## config.mk

```make
export PLATFORM = sky130hd
export DESIGN_NAME = seg7_digit_scanner
export DESIGN_NICKNAME = d
export VERILOG_FILES = /design/src/rtl/seg7_pkg.sv /design/src/rtl/bcd_to_seg7.sv /design/src/rtl/seg7_digit_scanner.sv
export SDC_FILE = /design/constraint.sdc
export NUM_CORES = 1
export LEC_CHECK = 0
export CORE_ASPECT_RATIO = 1.25
export CORE_MARGIN = 5
export CORE_UTILIZATION = 40
export DETAILED_ROUTE_END_ITERATION = 8
export GPL_ROUTABILITY_DRIVEN = 1
export HOLD_SLACK_MARGIN = 0.05
export PLACE_DENSITY_LB_ADDON = 0.08
export SETUP_SLACK_MARGIN = 0.1
export SYNTH_ARGS = -nofsm -noshare
export SYNTH_HDL_FRONTEND = slang
export SYNTH_SLANG_ARGS = --single-unit
```

## constraint.sdc

```tcl
create_clock -name clk -period 3.7 [get_ports clk]
set_input_delay 0.37 -clock clk [delete_from_list [all_inputs] [get_ports clk]]
set_output_delay 0.37 -clock clk [all_outputs]
set_load 0.03 [all_outputs]
```

## src/rtl/seg7_pkg.sv

```systemverilog
// -----------------------------------------------------------------------------
// seg7_pkg
// Shared constants and helpers for the 7-segment display path.
//   SEG_0..SEG_9, SEG_OFF : segment patterns, bit order {a,b,c,d,e,f,g},
//                           active-high
//   state_t               : scanner states (BLANK, DRIVE)
//   bcd_to_seg()          : nibble to segment pattern; 10..15 decode to off
// -----------------------------------------------------------------------------
package seg7_pkg;

    localparam logic [6:0] SEG_0   = 7'b1111110;
    localparam logic [6:0] SEG_1   = 7'b0110000;
    localparam logic [6:0] SEG_2   = 7'b1101101;
    localparam logic [6:0] SEG_3   = 7'b1111001;
    localparam logic [6:0] SEG_4   = 7'b0110011;
    localparam logic [6:0] SEG_5   = 7'b1011011;
    localparam logic [6:0] SEG_6   = 7'b1011111;
    localparam logic [6:0] SEG_7   = 7'b1110000;
    localparam logic [6:0] SEG_8   = 7'b1111111;
    localparam logic [6:0] SEG_9   = 7'b1111011;
    localparam logic [6:0] SEG_OFF = 7'b0000000;

    typedef enum logic {
        BLANK = 1'b0,
        DRIVE = 1'b1
    } state_t;

    function automatic logic [6:0] bcd_to_seg(input logic [3:0] bcd);
        logic [6:0] seg;
        case (bcd)
            4'd0:    seg = SEG_0;
            4'd1:    seg = SEG_1;
            4'd2:    seg = SEG_2;
            4'd3:    seg = SEG_3;
            4'd4:    seg = SEG_4;
            4'd5:    seg = SEG_5;
            4'd6:    seg = SEG_6;
            4'd7:    seg = SEG_7;
            4'd8:    seg = SEG_8;
            4'd9:    seg = SEG_9;
            default: seg = SEG_OFF;
        endcase
        return seg;
    endfunction

endpackage

```

## src/rtl/bcd_to_seg7.sv

```systemverilog
// -----------------------------------------------------------------------------
// bcd_to_seg7
// Combinational BCD nibble to 7-segment decoder. It is also used by the
// single-digit counter display.
// Ports:
//   bcd : in  [3:0]  BCD digit (10..15 decode to all segments off)
//   seg : out [6:0]  {a,b,c,d,e,f,g}, active-high
// -----------------------------------------------------------------------------
module bcd_to_seg7
    import seg7_pkg::*;
(
    input  logic [3:0] bcd,
    output logic [6:0] seg
);

    always_comb begin
        seg = bcd_to_seg(bcd);
    end

endmodule

```

## src/rtl/seg7_digit_scanner.sv

```systemverilog
// -----------------------------------------------------------------------------
// seg7_digit_scanner
// Time-multiplexes a packed BCD word onto a common-segment multi-digit
// 7-segment display. A loaded value is held in a pending register and is
// committed to the displayed shadow only at a frame boundary, so one frame
// never mixes two values. An all-off blanking gap between digit slots
// suppresses ghosting.
//
// Optional build macro: LEADING_ZERO_BLANK_EN
//   When defined, digits above the highest nonzero shadow nibble are
//   suppressed (seg off, dig_en off) during their slot. Digit 0 is always
//   shown. Slot timing is unchanged.
//
// Parameters:
//   NUM_DIGITS       number of digits scanned (>=1)
//   REFRESH_DIV      clk cycles each digit is driven (>=1)
//   BLANK_CYCLES     clk cycles of all-off between digits (0 removes the gap)
//   ACTIVE_LOW_DIGIT 1 inverts dig_en (off = all ones)
// Ports:
//   clk         : in   system clock
//   rst         : in   synchronous reset, active-high
//   load        : in   strobe, capture bcd_in this cycle
//   bcd_in      : in   packed BCD, nibble k = digit k (digit 0 = LSD)
//   seg         : out  {a,b,c,d,e,f,g}, active-high, registered
//   dig_en      : out  one-hot digit enable, registered
//   frame_start : out  1-cycle pulse when the scan enters digit 0
//
// state | meaning
// BLANK | all digits off for BLANK_CYCLES cycles before the next slot
// DRIVE | digit idx on, showing shadow[idx], for REFRESH_DIV cycles
// -----------------------------------------------------------------------------
module seg7_digit_scanner
    import seg7_pkg::*;
#(
    parameter int NUM_DIGITS       = 4,
    parameter int REFRESH_DIV      = 27000,
    parameter int BLANK_CYCLES     = 270,
    parameter int ACTIVE_LOW_DIGIT = 0
) (
    input  logic                      clk,
    input  logic                      rst,
    input  logic                      load,
    input  logic [4*NUM_DIGITS-1:0]   bcd_in,
    output logic [6:0]                seg,
    output logic [NUM_DIGITS-1:0]     dig_en,
    output logic                      frame_start
);

    localparam int CNT_MAX = (REFRESH_DIV > BLANK_CYCLES) ? REFRESH_DIV : BLANK_CYCLES;
    localparam int CNT_W   = $clog2(CNT_MAX + 1);
    localparam int IDX_W   = (NUM_DIGITS > 1) ? $clog2(NUM_DIGITS) : 1;
    localparam int BW      = 4 * NUM_DIGITS;

    localparam logic [CNT_W-1:0] DRIVE_LAST = CNT_W'(REFRESH_DIV - 1);
    localparam logic [CNT_W-1:0] BLANK_LAST = (BLANK_CYCLES > 0) ? CNT_W'(BLANK_CYCLES - 1) : '0;
    localparam logic [IDX_W-1:0] IDX_LAST   = IDX_W'(NUM_DIGITS - 1);
    localparam state_t           SLOT_ENTRY = (BLANK_CYCLES > 0) ? BLANK : DRIVE;
    localparam logic [NUM_DIGITS-1:0] DIG_OFF = (ACTIVE_LOW_DIGIT != 0) ? '1 : '0;

    state_t                  state_q, state_d;
    logic [IDX_W-1:0]        idx_q, idx_d;
    logic [CNT_W-1:0]        cnt_q, cnt_d;
    logic [BW-1:0]           shadow_q, shadow_d;
    logic [BW-1:0]           pending_q, pending_d;
    logic                    pending_valid_q, pending_valid_d;
    logic                    first_q, first_d;
    logic [6:0]              seg_q, seg_d;
    logic [NUM_DIGITS-1:0]   dig_en_q, dig_en_d;
    logic                    frame_start_q, frame_start_d;

    logic                    boundary;
    logic [3:0]              nib_sel;
    logic [6:0]              seg_dec;
    logic                    digit_shown;
    logic [NUM_DIGITS-1:0]   dig_onehot;

    // Scan sequencing. The first edge out of reset is treated exactly like
    // an index wrap, so the very first frame has the same period and
    // frame_start placement as every later frame.
    always_comb begin
        state_d  = state_q;
        idx_d    = idx_q;
        cnt_d    = cnt_q + CNT_W'(1);
        first_d  = 1'b0;
        boundary = 1'b0;

        if (first_q) begin
            state_d  = SLOT_ENTRY;
            idx_d    = '0;
            cnt_d    = '0;
            boundary = 1'b1;
        end else begin
            case (state_q)
                BLANK: begin
                    if (cnt_q == BLANK_LAST) begin
                        state_d = DRIVE;
                        cnt_d   = '0;
                    end
                end
                DRIVE: begin
                    if (cnt_q == DRIVE_LAST) begin
                        state_d = SLOT_ENTRY;
                        cnt_d   = '0;
                        if (idx_q == IDX_LAST) begin
                            idx_d    = '0;
                            boundary = 1'b1;
                        end else begin
                            idx_d = idx_q + IDX_W'(1);
                        end
                    end
                end
                default: begin
                    state_d = BLANK;
                    cnt_d   = '0;
                end
            endcase
        end
    end

    // Load handling: a load landing on the boundary edge goes straight to
    // the shadow; otherwise it parks in pending (latest wins) until the
    // next boundary.
    always_comb begin
        shadow_d        = shadow_q;
        pending_d       = pending_q;
        pending_valid_d = pending_valid_q;

        if (boundary) begin
            if (load) begin
                shadow_d        = bcd_in;
                pending_valid_d = 1'b0;
            end else if (pending_valid_q) begin
                shadow_d        = pending_q;
                pending_valid_d = 1'b0;
            end
        end else if (load) begin
            pending_d       = bcd_in;
            pending_valid_d = 1'b1;
        end
    end

    // Outputs are registered from next-state values so they describe the
    // state being entered on the same edge.
    always_comb begin
        nib_sel = '0;
        for (int k = 0; k < NUM_DIGITS; k++) begin
            if (idx_d == IDX_W'(k)) begin
                nib_sel = shadow_d[4*k +: 4];
            end
        end
    end

    bcd_to_seg7 u_dec (
        .bcd (nib_sel),
        .seg (seg_dec)
    );

`ifdef LEADING_ZERO_BLANK_EN
    logic [IDX_W-1:0] top_nz;

    always_comb begin
        top_nz = '0;
        for (int k = 1; k < NUM_DIGITS; k++) begin
            if (shadow_d[4*k +: 4] != 4'd0) begin
                top_nz = IDX_W'(k);
            end
        end
        digit_shown = (idx_d <= top_nz);
    end
`else
    always_comb begin
        digit_shown = 1'b1;
    end
`endif

    always_comb begin
        dig_onehot    = NUM_DIGITS'(1) << idx_d;
        seg_d         = SEG_OFF;
        dig_en_d      = DIG_OFF;
        frame_start_d = boundary;
        if (state_d == DRIVE && digit_shown) begin
            seg_d    = seg_dec;
            dig_en_d = (ACTIVE_LOW_DIGIT != 0) ? ~dig_onehot : dig_onehot;
        end
    end

    always_ff @(posedge clk) begin
        if (rst) begin
            state_q         <= BLANK;
            idx_q           <= '0;
            cnt_q           <= '0;
            shadow_q        <= '0;
            pending_q       <= '0;
            pending_valid_q <= 1'b0;
            first_q         <= 1'b1;
            seg_q           <= SEG_OFF;
            dig_en_q        <= DIG_OFF;
            frame_start_q   <= 1'b0;
        end else begin
            state_q         <= state_d;
            idx_q           <= idx_d;
            cnt_q           <= cnt_d;
            shadow_q        <= shadow_d;
            pending_q       <= pending_d;
            pending_valid_q <= pending_valid_d;
            first_q         <= first_d;
            seg_q           <= seg_d;
            dig_en_q        <= dig_en_d;
            frame_start_q   <= frame_start_d;
        end
    end

    assign seg         = seg_q;
    assign dig_en      = dig_en_q;
    assign frame_start = frame_start_q;

endmodule

```

==> summary.md <==
| Metric | Value |
|---|---|
| Fin. Hold Viols | `0` |
| Post-DP HPWL | `5.508 mm` |
| Hold Buf Count CTS | `0` |
| Critical Path AT | `3.55 ns` |
| GPL Wtd Cong | `0.8188` |
| Worst Clk Skew | `0.01159 ns` |
| Crit Path Category | `flip-flop to flip-flop` |
| Mapped Nets | `410` |
| Cell Area, Synth | `0.003354 mm²` |
| FMAX | `302.0 MHz` |
| CP top delay family | `simple AND/OR/NAND/NOR gates` |
| Critical path peak fanout | `21` |
| Distinct cell type count after synthesis | `53` |
| Filler Cell Count | `793` |
| Final ANT Viol Nets | `0` |
| Die X-Extent | `91.91 µm` |
| Die height | `112.4 µm` |
| Share of cells above drive strength 1 | `11.30%` |
| Nature of the critical path startpoint | `flip-flop` |
| Worst VDD drop | `239.3 µV` |
| R2R depth | `11` |
| First-pass GRT wire length | `13.14 mm` |
| DR pass1 iterations | `4` |
| Yosys top cell by area | `dfxtp_1` |
| Top Ports | `31` |
| Avg Inst Size Synth | `8.781 µm²` |
| Grt total ovfl | `0` |
| Pwr per Cell Area | `407.9 mW/mm²` |
| Slew @ Worst Pin | `1.011 ns` |
| DRT Wirelength | `7.845 mm` |
| CP max stage cell | `nor4_4` |
| CTS tree | `built` |
| Drt via density | `5.368` |
| Die ar. | `0.01033 mm²` |
| CTS root buf | `clkbuf_8` |
| Critical-path cell list | `or3b_1 > nor4_4 > and2_1 > buf_4 > nor3_1 > a21oi_1 > mux4_2 > ha_1 > inv_1 > mux2_1 > o32ai_1` |
| Crit path depth | `11` |
| Vias | `2,754` |
| # setup viols final | `0` |
| Warnings, synthesis | `0` |
| Unrepaired setup endpoints after global routing | `false` |
| Worst skew pair latency | `0.34 ns` |
| Crit path required time | `3.94 ns` |
| Reg2Reg Capture Point | `seg[1]` |
| CP endpoint | `seg[1]` |
| Initial antenna violation count | `0` |
| R2R Path Start | `cnt_q[8]` |
| CP max stage delay | `0.52 ns` |
| Wirelength per Cell | `15.29 µm` |
| Max-slew violation count | `0` |
| Final worst-path cycle share | `89.48%` |
| Crit path time final | `3.311 ns` |
| Row Count | `37` |
| Vias in the first global route | `2,715` |
| Total Routing Usage GR | `15.71%` |
| Dominant cells by area after synthesis | `dfxtp_1 (38%), mux2i_1 (11%), nor2_1 (6.5%)` |
| # port buffers | `30` |
| #FFs+latches synth | `64` |
| DRT iter0 DRCs | `169` |
| Drt drc | `0` |
| Core area | `0.008194 mm²` |
| Final Net Count | `439` |
| Outcome | `completed` |
| Synth-to-Final Area Change | `18.99%` |
| Flop2flop setup slack | `0.39 ns` |
| Num CTS Buffers | `9` |
| CP bufs+invs | `2` |
| Fin Setup TNS | `0 ns` |
| Post-synth top area share | `38.19%` |
| CTS Sinks | `64` |
| Max-Cap Viols | `0` |
| CTS Buffer Depth | `2` |
| Initial core utilization | `40.94%` |
| CP Capture Type | `flip-flop` |
| N_diodes | `0` |
| CP startpoint | `cnt_q[8]` |
| Sequential-to-total area share from yosys stat | `38.19%` |
| Cells after Synth | `382` |
| Slew HR | `32.16%` |
| CTS clk-pin slew, worst paths | `0.08 ns` |
| Worst Hold Class | `flip-flop to flip-flop` |
| H-tree depth | `3` |
| Final Power | `1628 µW` |
| Largest net degree at the start of global routing | `38` |
| Static Leak | `0.001483 µW` |
==> power breakdown <==
part	leakage, µW	switching [µW]	internal [µW]
clock network	0.000119	271	415
registers	0.000522	19.0	712
logic	0.000842	115	95.3
==> final cells by class <==
type | instances | area [µm²] | share of cell area, %
Multi-Input combinational cell | 287 | 1946 | 48.75
Sequential cell | 64 | 1281 | 32.10
Timing Repair Buffer | 41 | 382.9 | 9.592
Clock buffer | 11 | 151.4 | 3.793
Tap cell | 97 | 121.4 | 3.041
Clock inverter | 5 | 78.83 | 1.975
Inverter | 8 | 30.03 | 0.7524
==> routing by layer <==
| metal | up-vias | global-route usage, % | wire (µm) |
|---|---|---|---|
| li1 | 1421 | - | - |
| met1 | 1291 | 18.92 | 3528 |
| met2 | 35 | 27.49 | 3992 |
| met3 | 7 | 3.083 | 230 |
| met4 | 0 | 5.946 | 93 |
| met5 | - | 0 | 0 |
==> how the worst min path moves through the flow <==
| stage | slack [ns] | from | depth (start not counted) | endpoint |
|---|---|---|---|---|
| 3_5_place_dp | 0.48 | cnt_q[0] | 1 | cnt_q[0] |
| 6_report | 0.49 | cnt_q[0] | 1 | cnt_q[0] |
| 5_1_grt | 0.51 | cnt_q[0] | 1 | cnt_q[0] |
| 2_1_floorplan | 0.40 | rst | 0 | first_q |
| 3_3_place_gp | 0.46 | cnt_q[0] | 1 | cnt_q[0] |
| 4_1_cts | 0.49 | cnt_q[0] | 1 | cnt_q[0] |
==> Yosys cell counts, drive strengths merged <==
master / instances
and2: 2
nand4bb: 1
or2: 4
buf: 7
nand4: 3
clkbuf: 16
nor3: 12
xnor2: 3
a21oi: 12
nor2b: 7
o2bb2ai: 2
a21boi: 1
and3: 2
a221oi: 1
mux2: 4
a2111oi: 2
o21ai: 22
a21o: 4
nor4b: 1
or3b: 1
o211ai: 3
nand3: 8
o2111ai: 4
or3: 1
xor2: 11
nor2: 59
nor4: 2
nand4b: 1
o32ai: 6
dfxtp: 64
mux2i: 40
mux4: 1
o21a: 1
nand2: 31
o22ai: 26
ha: 9
inv: 8
==> kinds of logic (layout without fill, tap and decap cells) <==
kind of cell,after synthesis,count (layout),synth area share (%)
flops,64,64,38.19
simple gates,135,135,18.69
mux,45,45,15.03
xor+xnor,14,14,3.655
compound gates,84,84,17.08
buf+inv,31,65,3.991
fa+ha+maj,9,9,3.357
==> state kept, by name (all words and copies together) (netlist names) <==
register,cells
pending_q,16
shadow_q,16
cnt_q,15
seg,7
dig_en,4
idx_q,2
first_q,1
frame_start,1
pending_valid_q,1
state_q,1
==> metrics by stage <==
stage	hold WS [ns]	cell area [µm²]	setup WS (ns)	cells	util, %
after detailed placement	0.4770	3757	0.2618	497	45.85
final	0.4857	3991	0.3891	513	48.71
after global routing	0.5123	3991	0.1376	513	48.71
after global placement	0.4612	3757	0.3326	497	45.85
after CTS	0.4920	3988	0.2466	513	48.66
after floorplan	0.3977	3354	0.7833	382	-
==> cells in the final DEF, fill, tap and decap left out, types with 7 or more instances in the layout <==
cell type / instances
a21oi_1: 12
buf_4: 11
clkbuf_8: 11
clkdlybuf4s50_1: 30
dfxtp_1: 64
ha_1: 9
mux2i_1: 36
nand2_1: 30
nand3_1: 8
nor2_1: 57
nor2b_1: 7
nor3_1: 12
o21ai_0: 13
o21ai_1: 8
o22ai_1: 25
xor2_1: 11
==> timing repair <==
action	in CTS	in global routing
hold endpoints to repair	0	0
setup endpoints to repair	0	2
gates resized for setup	0	1
setup buffers	0	0
Power figures use the tool's default switching activity.
